## config.mk

```make
export PLATFORM = sky130hd
export DESIGN_NAME = ccm_in_buffer
export DESIGN_NICKNAME = d
export VERILOG_FILES = /design/src/rtl/ccm_in_buffer.sv
export SDC_FILE = /design/constraint.sdc
export NUM_CORES = 1
export LEC_CHECK = 0
export CORE_MARGIN = 10
export CORE_UTILIZATION = 54
export CTS_CLUSTER_SIZE = 20
export DETAILED_ROUTE_END_ITERATION = 10
export PLACE_DENSITY = 0.73
export REMOVE_ABC_BUFFERS = 1
export SLEW_MARGIN = 0
export SYNTH_ARGS = -nofsm -noshare
export SYNTH_HDL_FRONTEND = slang
export SYNTH_SLANG_ARGS = --single-unit
```

## constraint.sdc

```tcl
create_clock -name clk -period 2.8 [get_ports clk]
set_clock_uncertainty 0.05 [all_clocks]
set_input_delay 0.56 -clock clk [delete_from_list [all_inputs] [get_ports clk]]
set_output_delay 0.56 -clock clk [all_outputs]
set_load 0.01 [all_outputs]
```

## src/rtl/ccm_in_buffer.sv

```systemverilog
// Input staging FIFO ahead of the CCM counter stage: absorbs bursts under
// backpressure and zero-pads every message to a whole number of AES blocks.
module ccm_in_buffer #(
   parameter int WIDTH       = 8,
   parameter int DEPTH       = 32,
   parameter int BLOCK_BYTES = 16
) (
   input  logic             clk,
   input  logic             reset,
   input  logic [WIDTH-1:0] input_data,
   input  logic             input_en,
   input  logic             input_last,
   output logic             in_ready,
   output logic             in_overflow,
   input  logic             out_ready,
   output logic [WIDTH-1:0] out_data,
   output logic             out_en,
   output logic             out_last
);

   // state     | meaning
   // ST_STREAM | popping FIFO entries and forwarding them
   // ST_PAD    | emitting zero bytes until the current block is complete
   typedef enum logic {ST_STREAM, ST_PAD} state_t;

   localparam int AW = $clog2(DEPTH);
   localparam int PW = $clog2(BLOCK_BYTES);
   localparam int CW = AW + 1;
   localparam logic [CW-1:0] FULL     = CW'(DEPTH);
   localparam logic [PW-1:0] LAST_POS = PW'(BLOCK_BYTES - 1);

   logic [WIDTH:0]   r_mem [DEPTH];
   logic [AW-1:0]    r_wr_ptr;
   logic [AW-1:0]    r_rd_ptr;
   logic [CW-1:0]    r_count;
   logic [PW-1:0]    r_pos;
   state_t           r_state;
   logic [WIDTH-1:0] r_out_data;
   logic             r_out_en;
   logic             r_out_last;
   logic             r_overflow;

   logic             w_in_ready;
   logic             w_push;
   logic             w_emit;
   logic             w_pop;
   logic [WIDTH:0]   w_head;
   logic [PW-1:0]    w_pos_next;
   logic             w_block_end;

   assign w_in_ready  = (r_count != FULL);
   assign w_push      = input_en && w_in_ready;
   assign w_emit      = out_ready && ((r_state == ST_PAD) || (r_count != '0));
   assign w_pop       = w_emit && (r_state == ST_STREAM);
   assign w_head      = r_mem[r_rd_ptr];
   assign w_block_end = (r_pos == LAST_POS);
   assign w_pos_next  = w_block_end ? '0 : r_pos + PW'(1);

   assign in_ready    = w_in_ready;
   assign in_overflow = r_overflow;
   assign out_data    = r_out_data;
   assign out_en      = r_out_en;
   assign out_last    = r_out_last;

   // Storage carries no reset; validity is tracked entirely by r_count.
   always_ff @(posedge clk) begin
      if (w_push) begin
         r_mem[r_wr_ptr] <= {input_last, input_data};
      end
   end

   always_ff @(posedge clk or negedge reset) begin
      if (!reset) begin
         r_wr_ptr   <= '0;
         r_rd_ptr   <= '0;
         r_count    <= '0;
         r_overflow <= 1'b0;
      end else begin
         if (w_push) begin
            r_wr_ptr <= r_wr_ptr + AW'(1);
         end
         if (w_pop) begin
            r_rd_ptr <= r_rd_ptr + AW'(1);
         end
         case ({w_push, w_pop})
            2'b10:   r_count <= r_count + CW'(1);
            2'b01:   r_count <= r_count - CW'(1);
            default: r_count <= r_count;
         endcase
         if (input_en && !w_in_ready) begin
            r_overflow <= 1'b1;
         end
      end
   end

   always_ff @(posedge clk or negedge reset) begin
      if (!reset) begin
         r_state    <= ST_STREAM;
         r_pos      <= '0;
         r_out_data <= '0;
         r_out_en   <= 1'b0;
         r_out_last <= 1'b0;
      end else begin
         r_out_en   <= w_emit;
         r_out_last <= 1'b0;
         case (r_state)
            ST_STREAM: begin
               if (w_emit) begin
                  r_out_data <= w_head[WIDTH-1:0];
                  r_pos      <= w_pos_next;
                  if (w_head[WIDTH]) begin
                     if (w_block_end) begin
                        r_out_last <= 1'b1;
                     end else begin
                        r_state <= ST_PAD;
                     end
                  end
               end
            end
            ST_PAD: begin
               if (w_emit) begin
                  r_out_data <= '0;
                  r_pos      <= w_pos_next;
                  if (w_block_end) begin
                     r_out_last <= 1'b1;
                     r_state    <= ST_STREAM;
                  end
               end
            end
            default: r_state <= ST_STREAM;
         endcase
      end
   end

endmodule

```

==> flow_summary.yaml <==
timing:
  tns_ps: 0
  hold_viol: 0
  setup_viol: 0
  min_period_ps: 2719
  worst_slew_pin_slew_ps: 768.3
  final.period_utilization: 0.9710
  slew_viol_final: 0
  rsz0062_at_grt: "no"
  timing.fmax_ghz: 0.3678
  slew_headroom: 0.4878
  hold_slack_ps: 359.2
power_and_ir_drop:
  power_density_nw_per_um2: 940.1
  power_mw: 13.82
  power.leakage_nw: 5.044
  ir_drop_uv: 454.3
worst_setup_path:
  r2r_setup_slack_ps: 130
  worst_path_max_delay_cell: "clkdlybuf4s50_1"
  path_max_fanout: 6
  rr_worst_depth: 10
  cp-start-kind: "register"
  r2r-end: "r_count[5]"
  worstPathRequired_ps: 2190
  max_stage_delay_ps: 490
  path_delay_family: "simple AND/OR/NAND/NOR gates"
  critPathBufInv: 1
  critPathCaptureType: "output pin"
  cp.arrival_ps: 2110
  crit_chain: "or3_4 -> nor2_1 -> nand2_1 -> clkdlybuf4s50_1"
  rr_startpoint: "r_count[3]"
  crit_type: "register to output pin"
  cp.depth: 4
logic_synthesis:
  synth.avg_cell_area_um2: 18.59
  ys_types: 48
  yosysSeqAreaShare: 0.7397
  ys_async_sr_fraction: 0.1000
  synth_edf_count: 288
  ys.flop_type: "edfxtp_1"
  netlist_instances: 687
  syn_area_um2: 12770
  ys_warn_count: 0
  synth_seq_cells: 320
drt:
  wl_met3_mm: 1.741
  ant_nets: 0
  vias_per_cell: 5.930
  drtPass1Iterations: 5
  routed.top_layer: "met4"
  drc: 0
  routed-via-count: 6594
  drt-initial-drc-count: 741
  met1_length_mm: 11.25
  wl_per_cell_um: 23.65
  route.final.wire_length_mm: 26.30
  wl_met2_mm: 12.91
cells_and_area:
  final_area_um2: 14700
  antennaDiodeCount: 0
  drive_gt1_frac: 0.2282
  nets: 791
  areaGrowthSynthToFinish_pct: 15.09
  fill_cells: 1609
  finish.utilization: 0.6282
floorplanning:
  fp-row-count: 56
  die_h_um: 173.8
  die_area_um2: 30210
  core_area_um2: 23400
  die_w_um: 173.8
  io_pins: 25
  initial_core_util: 0.5458
clock_tree:
  cts_max_level: 1
  cts_buffer_depth: 3
  cts_hold_buf: 0
  tritoncts: "done"
  clk_pin_slew_worst_paths_ps: 60
  numCtsBuffers: 31
  cts_num_sinks: 320
  clkLatencyLatePin_ps: 550
  ctsRootBufferMaster: "clkbuf_16"
global_routing:
  grt_pass1_wl_mm: 41.04
  grt_pass1_vias: 6815
  antenna_found_initial: 0
  grt_max_degree: 36
  overflow: 0
  grt_usage: 0.1730
status:
  outcome: "finished clean"
flow_run:
  cap_viol_max_count: 0
placement:
  portBuffers: 24
  hpwlAfterDp_mm: 16.71
  gp_congestion: 0.8305
  dpl-instance-area_um2: 13670
worst_hold_path:
  hp-class: "input port to asynchronous set/reset pin"
power by group:
group          internal [mW]  switching, mW  leakage (nW)
Sequential              5.66          0.484          2.99
Combinational           1.67           1.89          1.56
Clock                   2.40           1.72         0.501
registers in the layout, indices dropped and copies added (netlist names):
signal,cells
r_rd_ptr,5
r_pos,4
out_data,8
r_state,1
out_last,1
r_count,6
r_wr_ptr,5
r_mem,288
out_en,1
in_overflow,1
worst max path at each step:
stage | start | to | slack (ps)
floorplan | r_rd_ptr[1] | out_last | -1090
finish | r_count[3] | in_ready | 80
detailed placement | out_ready | r_count[3] | 40
global placement | out_ready | r_count[4] | 120
CTS | r_count[3] | in_ready | 60
global route | r_count[3] | r_count[5] | 7
kinds of logic after synthesis:
| group | Yosys count | share of synthesized area |
|---|---|---|
| buffers and inverters | 44 | 0.02067 |
| multiplexers | 111 | 0.1324 |
| XOR/XNOR | 16 | 0.01097 |
| adder cells (fa/ha/maj) | 9 | 0.008816 |
| AND/OR/NAND/NOR | 99 | 0.03703 |
| flip-flops | 320 | 0.7397 |
| AO/OA/AOI/OAI | 88 | 0.05035 |
cell usage after synthesis, types with 9 or more instances:
cell	number	area, µm²
edfxtp_1	288	8648
mux2i_1	61	610.6
mux4_2	46	1036
nor2_1	41	153.9
dfrtp_1	32	800.8
nand2_1	25	93.84
o21ai_0	18	90.09
a21oi_1	13	65.06
a221oi_1	12	105.1
buf_2	12	60.06
xnor2_1	10	87.58
a211oi_1	9	67.56
clkbuf_1	9	33.78
ha_1	9	112.6
routing by layer:
| layer | global-route usage | up-vias |
|---|---|---|
| met3 | 0.02592 | 32 |
| li1 | - | 2930 |
| met5 | 0 | - |
| met2 | 0.2797 | 234 |
| met4 | 0.03456 | 0 |
| met1 | 0.2462 | 3398 |
cell type report:
class | instances | area, µm² | area share
Timing Repair Buffer | 86 | 730.7 | 0.04970
Clock buffer | 35 | 790.8 | 0.05379
Inverter | 7 | 26.28 | 0.001787
Tap cell | 319 | 399.1 | 0.02715
Multi-Input combinational cell | 323 | 3072 | 0.2089
Sequential cell | 320 | 9459 | 0.6434
Clock inverter | 22 | 224.0 | 0.01523
what timing repair did:
item,CTS,global route
pin swaps,0,0
buffers inserted,0,0
setup endpoints to repair,1,4
gates resized for setup,1,3
worst register-to-register path, stage by stage (launching register included):
cell and delay (ps):
dfrtp_2 440, or3_4 400, o31ai_4 240, nor2_1 110, ha_1 230, buf_4 160
inv_1 170, nand4_1 120, or3_1 340, a21oi_1 190, xnor2_1 140
placed cells by master, fill, tap and decap left out, drive strengths merged, types with 2 or more instances in the layout:
cell,netlist,final
a211oi,9,9
a21oi,13,13
a221oi,12,12
a32o,8,8
and3,3,3
buf,28,62
bufinv,0,4
clkbuf,9,35
clkdlybuf4s50,0,24
clkinv,0,14
clkinvlp,0,3
dfrtp,32,32
edfxtp,288,288
ha,9,9
inv,7,8
mux2,4,4
mux2i,61,61
mux4,46,46
nand2,26,26
nand2b,4,4
nand3,2,2
nand3b,5,5
nand4,4,4
nor2,41,41
nor2b,3,3
o21ai,23,23
o221ai,8,8
o22ai,8,8
or2,2,2
or3,3,3
or3b,3,3
xnor2,10,10
xor2,6,6
metrics by stage:
step / instances / worst slack (ps)
after detailed placement: 1055 / 44.50
after global placement: 1055 / 120.8
after floorplan: 650 / -1093
final: 1112 / 81.08
after CTS: 1112 / 61.46
after global routing: 1112 / 6.942
No activity file was read; power rests on OpenSTA's default activity.
==> RTL edit 1: new RTL, same flow settings <==
The parameter `WIDTH` goes from 8 to 12.
--- a/src/rtl/ccm_in_buffer.sv
+++ b/src/rtl/ccm_in_buffer.sv
@@ -1,7 +1,7 @@
 // Input staging FIFO ahead of the CCM counter stage: absorbs bursts under
 // backpressure and zero-pads every message to a whole number of AES blocks.
 module ccm_in_buffer #(
-   parameter int WIDTH       = 8,
+   parameter int WIDTH       = 12,
    parameter int DEPTH       = 32,
    parameter int BLOCK_BYTES = 16
 ) (
Interface: changed (resized input_data and out_data); port bits go from 25 to 33. The function was not compared with the original's and may differ.
==> RTL edit 1 against the original RTL <==
  * Hold slack worse by 290 ps
  * Sequential cell count up 132
  * Cell area up 41%
  * Sequential share of layout area up 0.11 points
  * Setup slack better by 110 ps
  * Die area up 36%
  * Fmax up 4.2%
  * Power up 44%
  * Wire length up 46%
  * Area after synthesis up 41%
  * Clock power up 41%
  * Final cell count up 37%
  * Critical endpoint unchanged
  * Largest power group unchanged
  * Highest routed layer unchanged
==> RTL edit 1: results (changes against the original RTL) <==
status=completed (unchanged); end of the worst register-to-register path=r_count[4] (was r_count[5]); reg-to-reg setup timing slack=240 ps (was 130 ps); clk_lat worst skew=530 ps (was 550 ps); sequential-to-total area share from yosys stat=74.6% (was 74.0%); largest net degree at the start of global routing=37 (was 36); Yosys cell types=55 (was 48); Commonest cells post-synth=416 x edfxtp_1, 82 x mux2i_1, 48 x mux4_2 (was 288 x edfxtp_1, 61 x mux2i_1, 46 x mux4_2); input/output buffers=32 (was 24); cells on worst reg2reg path=11 (was 10); CP peak stage delay=430 ps (was 490 ps); Synth area leaders=edfxtp_1 70%, mux4_2 6.0%, dfrtp_1 5.0% (was edfxtp_1 68%, mux4_2 8.1%, dfrtp_1 6.3%); share of layout cells above drive strength 1=21.8% (was 22.8%); DP Worst Slack=102 ps (was 44.5 ps); slew at the pin closest to its max-slew limit=811 ps (was 768 ps); CP delay by family, top=simple AND/OR/NAND/NOR gates (unchanged); global-route wire length before repair=58.5 mm (was 41.0 mm); drt initial violations=905 (was 741); Critical R2R Launch=r_count[1] (was r_count[3]); max reg flops=416 (was 288); Placer Congestion=0.836 (was 0.831); Post-synth EDFFs=416 (was 288); H-Tree Depth=2 (was 1); HPWL after detailed placement=23.1 mm (was 16.7 mm); Final nets=1078 (was 791); GRT Total Usage=18.8% (was 17.3%); ys async rst share=7.96% (was 10.0%); CTS Buf Count=45 (was 31); fillers=2221 (was 1609); maximum vdd drop=0.475 mV (was 0.454 mV); via count=9243 (was 6594); Antenna Cells=0 (unchanged); final WL=38.4 mm (was 26.3 mm); worst-path maximum fanout=4 (was 6); vias in the first global route=9295 (was 6815); Placed Area=19300 um^2 (was 13700 um^2)
## RTL edit 1: changes by cell type in the layout (fill, tap and decap cells not counted), moves of 10 or more
cell and delta:
edfxtp_1 +128, buf_4 +27, mux2i_1 +21, nand2_1 +19
mux4_1 +18, clkbuf_16 +15, buf_12 +10
## RTL edit 1: worst max path at each step
| stage | from | endpoint | slack, ps | depth (start not counted) |
|---|---|---|---|---|
| 6_report | r_count[1] | in_ready | 190 | 5 |
| 3_5_place_dp | input_en | r_count[4] | 100 | 11 |
| 4_1_cts | r_rd_ptr[0] | out_data[11] | 100 | 6 |
| 2_1_floorplan | r_rd_ptr[1] | out_data[2] | -2370 | 5 |
| 5_1_grt | r_count[1] | r_count[4] | 80 | 11 |
| 3_3_place_gp | r_rd_ptr[0] | out_data[2] | 160 | 6 |
## RTL edit 1: layout make-up
class                      instances  area, um^2  share of cell area (%)
inverter                           7        26.3                   0.126
multi-input combinational        414        4140                    19.9
sequential                       452       13400                    64.5
clock buffer                      61        1270                    6.10
clock inverter                    19         174                   0.836
timing repair buffer             132        1230                    5.94
tap                              442         553                    2.66
## RTL edit 1: cell families after synthesis
group,share of synthesized area [%]
DFF,74.6
AOI/OAI and AO/OA,5.03
xor gates and xnor gates,0.780
adders and majority gates,0.627
and+or+nand+nor,3.09
buffers and inverters,2.46
muxes,13.5
## RTL edit 1: through the flow
stage | hold slack (ps) | util (%) | instances | setup TNS, ps
after floorplan | 214 | - | 873 | -39270
after global placement | 409 | 59.1 | 1446 | 0
after detailed placement | 420 | 59.1 | 1446 | 0
after CTS | 89.1 | 63.5 | 1526 | 0
after global routing | 124 | 63.6 | 1527 | 0
final | 69.0 | 63.6 | 1527 | 0
## RTL edit 1: per-layer routing
layer  up-vias  GRT usage [%]  part of all wire (%)
met4         0           4.96                   2.1
met5         -              0                     0
met2       366           29.6                    48
met3        59           3.05                   7.7
li1       4031              -                     -
met1      4787           26.8                    42
## RTL edit 1: power by group
part           leakage [nW]  switching [mW]  internal, mW
registers              4.20           0.441          7.96
logic                  2.20            3.06          2.70
clock network         0.711            2.37          3.44
## RTL edit 1: repair_timing
item                       4_1_cts  5_1_grt
buffers inserted                 0        1
gates resized for setup          2        0
setup endpoints to repair        1        2
gates cloned                     0        0
## RTL edit 1: worst register-to-register path, cell delays in order, from the launching register on
cell and delay, ps:
dfrtp_1 370, or3_4 430, o31ai_4 270, nor2_2 80
ha_1 210, xor2_1 160, ha_1 220, nand3b_1 80
o21ai_0 70, a221oi_1 260, nor2_1 90, xor2_1 140
==> RTL edit 2: new RTL, config.mk and constraints unchanged <==
Made on the original files. Register the output `in_overflow` once more, with the module's reset; this adds one clock of latency there. The other outputs are not delayed to match.
--- a/src/rtl/ccm_in_buffer.sv
+++ b/src/rtl/ccm_in_buffer.sv
@@ -57,7 +57,13 @@
    assign w_pos_next  = w_block_end ? '0 : r_pos + PW'(1);
 
    assign in_ready    = w_in_ready;
-   assign in_overflow = r_overflow;
+   always_ff @(posedge clk or negedge reset) begin
+      if (!reset) begin
+         in_overflow <= '0;
+      end else begin
+         in_overflow <= r_overflow;
+      end
+   end
    assign out_data    = r_out_data;
    assign out_en      = r_out_en;
    assign out_last    = r_out_last;
Function: same outputs for any inputs over 4 cycles, from zero or initial values and one cycle with reset low; that may be too few to reach the edited logic, so the function may still have changed.
==> RTL edit 2 against the original RTL <==
  * Combinational power grew 4%
  * Cell area about the same
  * Wire length increased by 1.9%
  * Hold slack got worse by 16 ps
  * Area after synthesis is 0.32% higher
  * Power shrank 0.66%
  * Setup slack gained 11 ps
  * Sequential cell count rose by 1
==> RTL edit 2: results (changes against the original RTL) <==
Commonest cells post-synth=288 x edfxtp_1, 61 x mux2i_1, 43 x mux4_2 (was 288 x edfxtp_1, 61 x mux2i_1, 46 x mux4_2); Critical Path Sink=r_count[4] (was in_ready); worst-path maximum fanout=5 (was 6); ys async rst share=10.3% (was 10.0%); status=completed (unchanged); DP Worst Slack=14.0 ps (was 44.5 ps); end of the worst register-to-register path=r_count[4] (was r_count[5]); maximum vdd drop=0.411 mV (was 0.454 mV); met2 Track Usage GR=27.3% (was 28.0%); DR WL met2=12.9 mm (about the same); critical path data arrival time=3090 ps (was 2110 ps); cells on worst reg2reg path=11 (was 10); Min Clock Period, post-route=2710 ps (was 2720 ps); drt initial violations=886 (was 741); GRT Total Usage=17.5% (was 17.3%); Hold/Removal Path Class=flip-flop to flip-flop (was input pin to async pin); largest net degree at the start of global routing=41 (was 36); Final nets=795 (was 791); met1 WL=11.3 mm (about the same); Synth area leaders=edfxtp_1 67%, mux4_2 7.6%, dfrtp_1 6.4% (was edfxtp_1 68%, mux4_2 8.1%, dfrtp_1 6.3%); grt met3 use=3.88% (was 2.59%); Yosys cell types=49 (was 48); reg-to-reg setup timing slack=90 ps (was 130 ps); Synth Area per Inst=18.6 um^2 (about the same); CP Launch Point=r_count[3] (unchanged); vias in the first global route=6685 (was 6815); LEAKAGE=5.05 nW (was 5.04 nW); met1 Use GR=24.6% (about the same); Final Non-Filler Cells=1116 (was 1112); worst rel slew slack=50.5% (was 48.8%); HPWL after detailed placement=16.8 mm (was 16.7 mm); wire per inst=24.0 um (was 23.7 um); Via density=6.03 (was 5.93); sequential-to-total area share from yosys stat=73.9% (was 74.0%)
RTL edit 2: cell types whose count changed in the layout (fill, tap and decap cells not counted), sizes merged:
cell	before	now
dlygate4sd2	0	1
buf	62	65
clkbuf	35	36
dfrtp	32	33
clkinv	14	15
bufinv	4	1
inv	8	9
clkdlybuf4s50	24	23
RTL edit 2: critical path, stage by stage, from the launching register on:
cell and delay, ps:
dfrtp_1 450, or3_4 400, o31ai_4 240, nor2_1 90, ha_1 220, xor2_1 160, ha_1 220, nand3b_1 90
o21ai_0 100, a221oi_1 330, nor2_1 100, xor2_1 150
RTL edit 2: kinds of logic after synthesis:
family	Yosys count	share of synthesized area, %
AO/OA/AOI/OAI	88	5.02
XOR/XNOR	16	1.09
AND/OR/NAND/NOR	99	3.69
multiplexers	111	13.3
adder cells (fa/ha/maj)	9	0.879
buffers and inverters	44	2.10
flip-flops	321	73.9
RTL edit 2: repair_timing:
item	CTS	global route
resized for setup	2	0
hold buffers	0	0
endpoints found under the setup margin	1	0
RTL edit 2: through the flow:
step           instance area [um^2]  hold WS, ps
2_1_floorplan                 12600          214
3_3_place_gp                  13800          320
3_5_place_dp                  13800          335
4_1_cts                       14700          348
5_1_grt                       14700          362
6_report                      14700          343
RTL edit 2: final cells by class:
type	count	area, um^2
Tap cell	319	399
Multi-Input combinational cell	323	3080
Inverter	7	26.3
Clock inverter	21	139
Clock buffer	36	795
Timing Repair Buffer	89	777
Fill cell	1612	8710
Sequential cell	321	9480
RTL edit 2: report_power, final:
group	switching [mW]	leakage, nW	total [mW]	internal (mW)
clock	1.69	0.458	3.81	2.12
sequential	0.546	3.00	6.22	5.68
combinational	1.96	1.59	3.70	1.74
